--- config.mk ---
export PLATFORM = sky130hd
export DESIGN_NAME = vend_txn_ctrl
export DESIGN_NICKNAME = d
export VERILOG_FILES = /design/src/rtl/vend_txn_ctrl.sv
export SDC_FILE = /design/constraint.sdc
export NUM_CORES = 1
export LEC_CHECK = 0
export CAP_MARGIN = 20
export CELL_PAD_IN_SITES_DETAIL_PLACEMENT = 0
export CELL_PAD_IN_SITES_GLOBAL_PLACEMENT = 1
export CORE_UTILIZATION = 41
export CTS_CLUSTER_SIZE = 8
export DETAILED_ROUTE_END_ITERATION = 16
export GPL_ROUTABILITY_DRIVEN = 0
export PLACE_DENSITY_LB_ADDON = 0.1
export SYNTH_ARGS = -nofsm -noshare
export SYNTH_HDL_FRONTEND = slang
export SYNTH_SLANG_ARGS = --single-unit
--- constraint.sdc ---
create_clock -name clk -period 10.1 [get_ports clk]
set_input_delay 2.02 -clock clk [delete_from_list [all_inputs] [get_ports clk]]
set_output_delay 2.02 -clock clk [all_outputs]
set_load 0.01 [all_outputs]
--- src/rtl/vend_txn_ctrl.sv ---
// Vending transaction controller: touch-key handling, credit accumulation, product
// selection/purchase against a live price table, vend handshake and greedy change return.
module vend_txn_ctrl #(
  parameter int N_PROD      = 12,
  parameter int PW          = 8,
  parameter int CREDIT_W    = 11,
  parameter int CREDIT_MAX  = 1999,
  parameter int KEY_W       = 5,
  parameter int PID_W       = 4,
  parameter int TIMEOUT_CYC = 1000000
) (
  input  logic                 clk,
  input  logic                 rst,
  input  logic                 touch_valid,
  input  logic [KEY_W-1:0]     touch_key,
  input  logic [N_PROD*PW-1:0] price_tbl,
  output logic                 vend_valid,
  output logic [PID_W-1:0]     vend_id,
  input  logic                 vend_ready,
  output logic                 chg_valid,
  output logic [1:0]           chg_coin,
  input  logic                 chg_ready,
  output logic [CREDIT_W-1:0]  credit,
  output logic [PID_W-1:0]     sel_id,
  output logic [1:0]           state,
  output logic                 coin_acc,
  output logic                 coin_rej,
  output logic                 nonenough,
  output logic                 soldout
);

  typedef enum logic [1:0] {S_IDLE = 2'd0, S_SEL = 2'd1, S_VEND = 2'd2, S_CHANGE = 2'd3} state_t;

  localparam int TMO_W = $clog2(TIMEOUT_CYC + 1);
  localparam logic [KEY_W-1:0] K_SURE   = KEY_W'(N_PROD + 1);
  localparam logic [KEY_W-1:0] K_CANCEL = KEY_W'(N_PROD + 2);
  localparam logic [KEY_W-1:0] K_C05    = KEY_W'(N_PROD + 3);
  localparam logic [KEY_W-1:0] K_C1     = KEY_W'(N_PROD + 4);
  localparam logic [KEY_W-1:0] K_C5     = KEY_W'(N_PROD + 5);
  localparam logic [KEY_W-1:0] K_C10    = KEY_W'(N_PROD + 6);
  localparam logic [KEY_W-1:0] K_REFUND = KEY_W'(N_PROD + 7);

  function automatic logic [PW-1:0] price_of(input logic [N_PROD*PW-1:0] tbl, input int p);
    if (p >= 1 && p <= N_PROD) return tbl[(p-1)*PW +: PW];
    return '0;
  endfunction

  function automatic logic [CREDIT_W:0] coin_val(input logic [KEY_W-1:0] k);
    case (k)
      K_C05:   return (CREDIT_W+1)'(1);
      K_C1:    return (CREDIT_W+1)'(2);
      K_C5:    return (CREDIT_W+1)'(10);
      K_C10:   return (CREDIT_W+1)'(20);
      default: return '0;
    endcase
  endfunction

  function automatic logic [CREDIT_W-1:0] denom_val(input logic [1:0] idx);
    case (idx)
      2'd0:    return CREDIT_W'(1);
      2'd1:    return CREDIT_W'(2);
      2'd2:    return CREDIT_W'(10);
      default: return CREDIT_W'(20);
    endcase
  endfunction

  // Largest coin not exceeding the remaining credit.
  function automatic logic [1:0] greedy(input logic [CREDIT_W-1:0] c);
    if (c >= CREDIT_W'(20)) return 2'd3;
    if (c >= CREDIT_W'(10)) return 2'd2;
    if (c >= CREDIT_W'(2))  return 2'd1;
    return 2'd0;
  endfunction

  state_t              st;
  logic                tv_q;
  logic [TMO_W-1:0]    tmo_cnt;
  logic                key_evt;
  logic                is_prod;
  logic                is_coin;
  logic                coin_ok;
  logic                tmo_hit;
  logic [PW-1:0]       key_price;
  logic [PW-1:0]       sel_price;
  logic [CREDIT_W:0]   coin_sum;
  logic [CREDIT_W-1:0] chg_rem;
  logic [PID_W-1:0]    key_pid;

  assign state = st;

  always_comb begin
    key_evt   = touch_valid & ~tv_q;
    key_pid   = touch_key[PID_W-1:0];
    is_prod   = (touch_key != '0) && (touch_key <= KEY_W'(N_PROD));
    is_coin   = (touch_key >= K_C05) && (touch_key <= K_C10);
    key_price = price_of(price_tbl, int'(touch_key));
    sel_price = price_of(price_tbl, int'(sel_id));
    // One bit wider than credit so the overflow check cannot wrap.
    coin_sum  = {1'b0, credit} + coin_val(touch_key);
    coin_ok   = coin_sum <= (CREDIT_W+1)'(CREDIT_MAX);
    chg_rem   = credit - denom_val(chg_coin);
    tmo_hit   = tmo_cnt == TMO_W'(TIMEOUT_CYC - 1);
  end

  // NOTE: every register here, including the single-cycle pulses, is assigned with <=
  // so all decisions in a cycle see the pre-edge state; pulses default low each cycle.
  always_ff @(posedge clk or posedge rst) begin
    if (rst) begin
      st         <= S_IDLE;
      tv_q       <= 1'b0;
      tmo_cnt    <= '0;
      credit     <= '0;
      sel_id     <= '0;
      vend_id    <= '0;
      vend_valid <= 1'b0;
      chg_valid  <= 1'b0;
      chg_coin   <= '0;
      coin_acc   <= 1'b0;
      coin_rej   <= 1'b0;
      nonenough  <= 1'b0;
      soldout    <= 1'b0;
    end else begin
      tv_q      <= touch_valid;
      coin_acc  <= 1'b0;
      coin_rej  <= 1'b0;
      nonenough <= 1'b0;
      soldout   <= 1'b0;
      tmo_cnt   <= (st == S_IDLE || st == S_SEL) ? tmo_cnt + TMO_W'(1) : '0;

      case (st)
        S_IDLE, S_SEL: begin
          if (key_evt) begin
            tmo_cnt <= '0;
            if (is_coin) begin
              if (coin_ok) begin
                credit   <= coin_sum[CREDIT_W-1:0];
                coin_acc <= 1'b1;
              end else begin
                coin_rej <= 1'b1;
              end
            end else if (is_prod) begin
              if (key_price != '0) begin
                sel_id <= key_pid;
                st     <= S_SEL;
              end else begin
                soldout <= 1'b1;
              end
            end else if (touch_key == K_CANCEL) begin
              sel_id <= '0;
              st     <= S_IDLE;
            end else if (touch_key == K_REFUND) begin
              sel_id <= '0;
              if (credit != '0) begin
                st        <= S_CHANGE;
                chg_valid <= 1'b1;
                chg_coin  <= greedy(credit);
              end else begin
                st <= S_IDLE;
              end
            end else if (touch_key == K_SURE && st == S_SEL) begin
              if (credit >= CREDIT_W'(sel_price)) begin
                credit     <= credit - CREDIT_W'(sel_price);
                vend_id    <= sel_id;
                sel_id     <= '0;
                vend_valid <= 1'b1;
                st         <= S_VEND;
              end else begin
                nonenough <= 1'b1;
              end
            end
          end else if (tmo_hit) begin
            tmo_cnt <= '0;
            if (st == S_SEL) begin
              sel_id <= '0;
              st     <= S_IDLE;
            end else if (credit != '0) begin
              st        <= S_CHANGE;
              chg_valid <= 1'b1;
              chg_coin  <= greedy(credit);
            end
          end
        end

        S_VEND: begin
          if (vend_ready) begin
            vend_valid <= 1'b0;
            st         <= S_IDLE;
          end
        end

        S_CHANGE: begin
          if (chg_ready) begin
            credit <= chg_rem;
            if (chg_rem == '0) begin
              chg_valid <= 1'b0;
              st        <= S_IDLE;
            end else begin
              chg_coin <= greedy(chg_rem);
            end
          end
        end

        default: st <= S_IDLE;
      endcase
    end
  end

endmodule

* Word-level counts from Yosys, hierarchy flattened *
Index checks and enable logic that the tools add are counted.

word-level totals
  input port bits = 106
  flip-flop bits (word level) = 50

cells by class
  $lt $le $gt $ge = 15
  equal/unequal tests = 46
  bitwise operators = 6
  reduce and logical (&&, ||, !) cells = 24
  add/subtract/negate cells = 6
  shift operators = 2
  mux-type cells = 175

operators by type and width
  operator                                               count
  two-way mux 1 bit                                      100
  two-way mux 11 bit                                     9
  variable part select 96 x 8 -> 8 bit                   1
  variable part select 96 x 9 -> 8 bit                   1
  two-way mux 2 bit                                      41
  two-way mux 20 bit                                     4
  two-way mux 4 bit                                      10
  != test 3 bit, second input constant                   13
  AND reduction 9 bit                                    4
  two-way mux 8 bit                                      4
  != test 2 bit, second input constant                   12
  >= comparator 11 x 2 -> 1 bit, second input constant   2
  >= comparator 11 x 4 -> 1 bit, second input constant   2
  >= comparator 11 x 5 -> 1 bit, second input constant   2
  case mux 11 bit (2 select lines)                       1
  adder 20 x 1 -> 20 bit, second input constant          1
  equality test 20 bit, second input constant            1
  equality test 5 bit, second input constant             4
  case mux 5 bit (4 select lines)                        1
  equality test 5 x 4 -> 1 bit, second input constant    3
  case mux 5 bit (3 select lines)                        1
  adder 11 x 12 -> 12 bit                                1
  <= comparator 12 x 11 -> 1 bit, second input constant  1
  != test 4 bit, second input constant                   3
  33 further kinds                                       52

* Depth between registers and ports, before layout *
  depth in word-level cells = 36
  depth in mapped cells = 19

* Worst setup path before layout *
Ideal clock, no wire load.

  kind = input port to flip-flop
  start point = in price_tbl[1]
  end point = reg credit[3]
  arrival time = 4,815 ps
  cell stages on the path = 12
  path slack = 5,161 ps
  setup time = 125 ps
  path buffers = 0
  required time = 9,975 ps
  cells stage by stage = mux4_2 mux2i_1 nor2_1 o21ai_0 ha_1 nor2b_1 o31a_1 o311a_1 nor3_4 o41ai_2 a21oi_4 mux2_2

on the way
  longest elaborated chain between the ends = 12

RTL lines
  element                                   RTL line  text
  start: declaration                        16        input logic [N_PROD*PW-1:0] price_tbl,
  variable part select 96 x 8 -> 8 bit (*)  44        if (p >= 1 && p <= N_PROD) return tbl[(p-1)*PW +: PW];
  two-way mux 8 bit (*)                     44
  two-way mux 8 bit (*)                     45        return '0;
  subtractor 11 x 8 -> 11 bit               162       credit <= credit - CREDIT_W'(sel_price);
  two-way mux 11 bit                        161       if (credit >= CREDIT_W'(sel_price)) begin
  two-way mux 11 bit                        160       end else if (touch_key == K_SURE && st == S_SEL) begin
  two-way mux 11 bit                        151       end else if (touch_key == K_REFUND) begin
  two-way mux 11 bit                        148       end else if (touch_key == K_CANCEL) begin
  two-way mux 11 bit                        141       end else if (is_prod) begin
  two-way mux 11 bit                        134       if (is_coin) begin
  two-way mux 11 bit                        132       if (key_evt) begin
  case mux 11 bit (2 select lines)          130       case (st)
  end signal: assignment                    136       credit <= coin_sum[CREDIT_W-1:0];
  end signal: assignment                    162
  end signal: assignment                    193       credit <= chg_rem;
  end: declaration                          23        output logic [CREDIT_W-1:0] credit,

Every way passes the cells marked *; elsewhere a longest branch is shown, timed or not. The select of a mux whose other input is x is not followed.
A chain may end at the register's enable or synchronous reset.

* Worst setup path in the final report *
  start point = in price_tbl[1]
  end point = reg credit[6]

Same word-level chain as after synthesis.

==> flow_metrics.env <==
export IMPL_worstPathCellList="clkdlybuf4s50_1 > mux4_2 > mux2i_1 > nor2_1 > o21ai_0 > ha_1 > nor2b_1 > o31a_1 > o311a_1 > nor3_4 > o41ai_2 > a21oi_4 > mux2_2"
export IMPL_clockBufferDepth=2
export IMPL_firstDrtPassIters=5
export IMPL_post_cts_buffers=0
export IMPL_ys_ff_latch=50
export IMPL_slew_viol_final=0
export IMPL_synthesis_nets=750
export IMPL_fin_crit_sh=0.564
export IMPL_start_util=0.427
export IMPL_reg2regPathDepth=15
export IMPL_seq_power_share=0.223
export IMPL_hold_buffers=0
export IMPL_synth_seq_area_share=0.229
export IMPL_final_antenna_net_count=0
export IMPL_grt_max_degree=51
export IMPL_cellLeakagePower_nw=2.70
export IMPL_gr_usage_met2=0.413
export IMPL_p_switching_mw=0.697
export IMPL_seqCellArea_um2=1250
export IMPL_multiInputGateArea_um2=3910
export IMPL_reg2reg_to="credit[6]"
export IMPL_ios=135
export IMPL_synth_cells=611
export IMPL_switching_share=0.468
export IMPL_r2r_start="sel_id[0]"
export IMPL_busiest_layer="met2"
export IMPL_vias=5308
export IMPL_combPwrFrac=0.660
export IMPL_grt_overflow=0
export IMPL_tritoncts="done"
export IMPL_setup_viol=0
export IMPL_grt_pass1_wl_um=26300
export IMPL_fin_tns_setup_ps=0
export IMPL_holdCritStartpoint="tmo_cnt[0]"
export IMPL_wirelength_um=16000
export IMPL_path_max_fanout=17
export IMPL_synthTopCellsByArea="dfrtp_1 (23%), mux4_2 (9.9%), ha_1 (6.9%)"
export IMPL_clock_sinks=50
export IMPL_use_met1=0.296
export IMPL_antenna_found_initial=0
export IMPL_avgSynthCellArea_um2=8.93
export IMPL_worstSetupStartpointType="input pin"
export IMPL_rrSetupSlack_ps=4740
export IMPL_final_cells=900
export IMPL_slowest_delay_ps=480
export IMPL_final_util=0.549
export IMPL_row_count=41
export IMPL_power_density_nw_per_um2=212
export IMPL_drive_gt1_frac=0.0920
export IMPL_cts_buffers_inserted=5
export IMPL_fin_worst_skew_ps=8.31
export IMPL_hold_path_class="flop to flop"
export IMPL_timing_fmax_mhz=176
export IMPL_grt_setup_unrepaired="no"
export IMPL_yosys_warnings=0
export IMPL_relSlewSlack=0.372
export IMPL_ir_drop_mv=0.0866
export IMPL_synth_cell_types=82
export IMPL_max_cap_violations=0
export IMPL_clock_power_share=0.118
export IMPL_p_int_mw=0.794
export IMPL_core_um2=12800
export IMPL_dp_hpwl_um=13200
export IMPL_port_buffers=134
export IMPL_die_w_um=117
export IMPL_nFillCells=1200
export IMPL_critPathCapture="credit[6]"
export IMPL_via_per_inst=5.90
export IMPL_drc=0
export IMPL_final_hold_viol_count=0
export IMPL_synth_edf_count=0
export IMPL_cp_required_ps=10280
export IMPL_layout_common_cells="clkdlybuf4s50_1 (134), dfrtp_1 (50), nor2_1 (48)"
export IMPL_post_cts_resize_count=0
export IMPL_track_usage=0.235
export IMPL_async_reset_ff_frac=1.00
export IMPL_crit_path_start="price_tbl[1]"
export IMPL_layout_nets=866
export IMPL_cp_end_kind="flop"
export IMPL_clockRootBuffer="clkbuf_16"
export IMPL_met3_usage=0.0336
export IMPL_drtIter0Drc=359
export IMPL_tightest_slew_ps=942
export IMPL_grt_pass1_vias=5235
export IMPL_htree_levels=2
export IMPL_insertion_delay_ps=290
export IMPL_synth_area_leader_cell="dfrtp_1"
export IMPL_placedCellCount=891
export IMPL_antennaDiodeCount=0
export IMPL_syn_area_um2=5450
export IMPL_die_h_um=117
export IMPL_worst_endpoint_arrival_ps=5870
export IMPL_cp_slowest_cell="mux4_2"
export IMPL_area_delta_synth_final_pct=28.7
export IMPL_synth_top_cell_area_share=0.229
export IMPL_total_power_mw=1.49
export IMPL_whs_ps=495
export IMPL_layout_min_cycle_time_ps=5690
export IMPL_synthFlopType="dfrtp_1"
export IMPL_layout_commonest_cell="clkdlybuf4s50_1"
export IMPL_wl_per_cell_um=17.8
export IMPL_dieArea_um2=13800
export IMPL_critPathKind="input pin to flop"
export IMPL_clk_pin_slew_worst_paths_ps=70
export IMPL_status="completed"
[how the worst min path moves through the flow]
stage | to | slack, ps | depth (start not counted)
final | tmo_cnt[0] | 500 | 1
after global placement | tmo_cnt[0] | 480 | 1
after floorplan | tmo_cnt[0] | 450 | 1
after CTS | tmo_cnt[0] | 500 | 1
after detailed placement | tmo_cnt[0] | 490 | 1
after global routing | tmo_cnt[0] | 530 | 1
[sequential cells by signal (all words and copies together) (netlist names), 2 cells and up]
| signal | flops |
|---|---|
| sel_id | 4 |
| vend_id | 4 |
| chg_coin | 2 |
| state | 2 |
| credit | 11 |
| tmo_cnt | 20 |
[layout make-up]
type | count | share of cell area
clock buffers | 6 | 0.0198
clock inverters | 2 | 0.00232
inverters | 30 | 0.0160
multi-input cells | 503 | 0.557
flip-flops and latches | 50 | 0.178
well taps | 172 | 0.0307
repair buffers | 137 | 0.196
[per-stage QoR]
| step | area [um2] | setup WS, ps |
|---|---|---|
| finish | 7020 | 4410 |
| global route | 7020 | 4130 |
| CTS | 7000 | 4410 |
| detailed placement | 6840 | 4100 |
| global placement | 6840 | 4190 |
| floorplan | 5450 | 5160 |
[critical path: cells and delay by family]
kind                     cells  cell delay, ps
AO/OA/AOI/OAI                5            1490
AND/OR/NAND/NOR              3             530
multiplexers                 3            1120
adder cells (fa/ha/maj)      1             290
buffers and inverters        1             420
[synthesized netlist by cell type, types with 11 or more instances]
cell type and count:
clkbuf_1 11, nor4_1 15, nor2_1 48, a21oi_1 28, inv_1 30, dfrtp_1 50, nor3_1 28, ha_1 30
o21ai_0 33, nand3_1 20, xor2_1 15, mux2i_1 18, nand2_1 47, xnor2_1 14, mux4_2 24
[logic make-up after synthesis]
group / count (synthesis) / share of synthesized area
and+or+nand+nor: 244 / 0.254
AOI/OAI and AO/OA: 145 / 0.182
muxes: 51 / 0.151
DFF: 50 / 0.229
xor gates and xnor gates: 30 / 0.0496
adders and majority gates: 33 / 0.0798
buffers and inverters: 58 / 0.0541
[routing by layer]
metal  routed length (um)  share of wire
met1                 6870           0.43
met2                 7940           0.50
met3                  942          0.059
met4                  283          0.018
met5                    0              0
[power by group through the flow]
stage	clock [mW]	combinational, mW	sequential [mW]
after floorplan	0	0.714	0.296
after global placement	0	0.963	0.333
after detailed placement	0	0.978	0.335
after CTS	0.179	0.983	0.331
after global routing	0.190	1.08	0.341
final	0.176	0.983	0.332
Note: power is estimated with default switching activity, not from simulation.
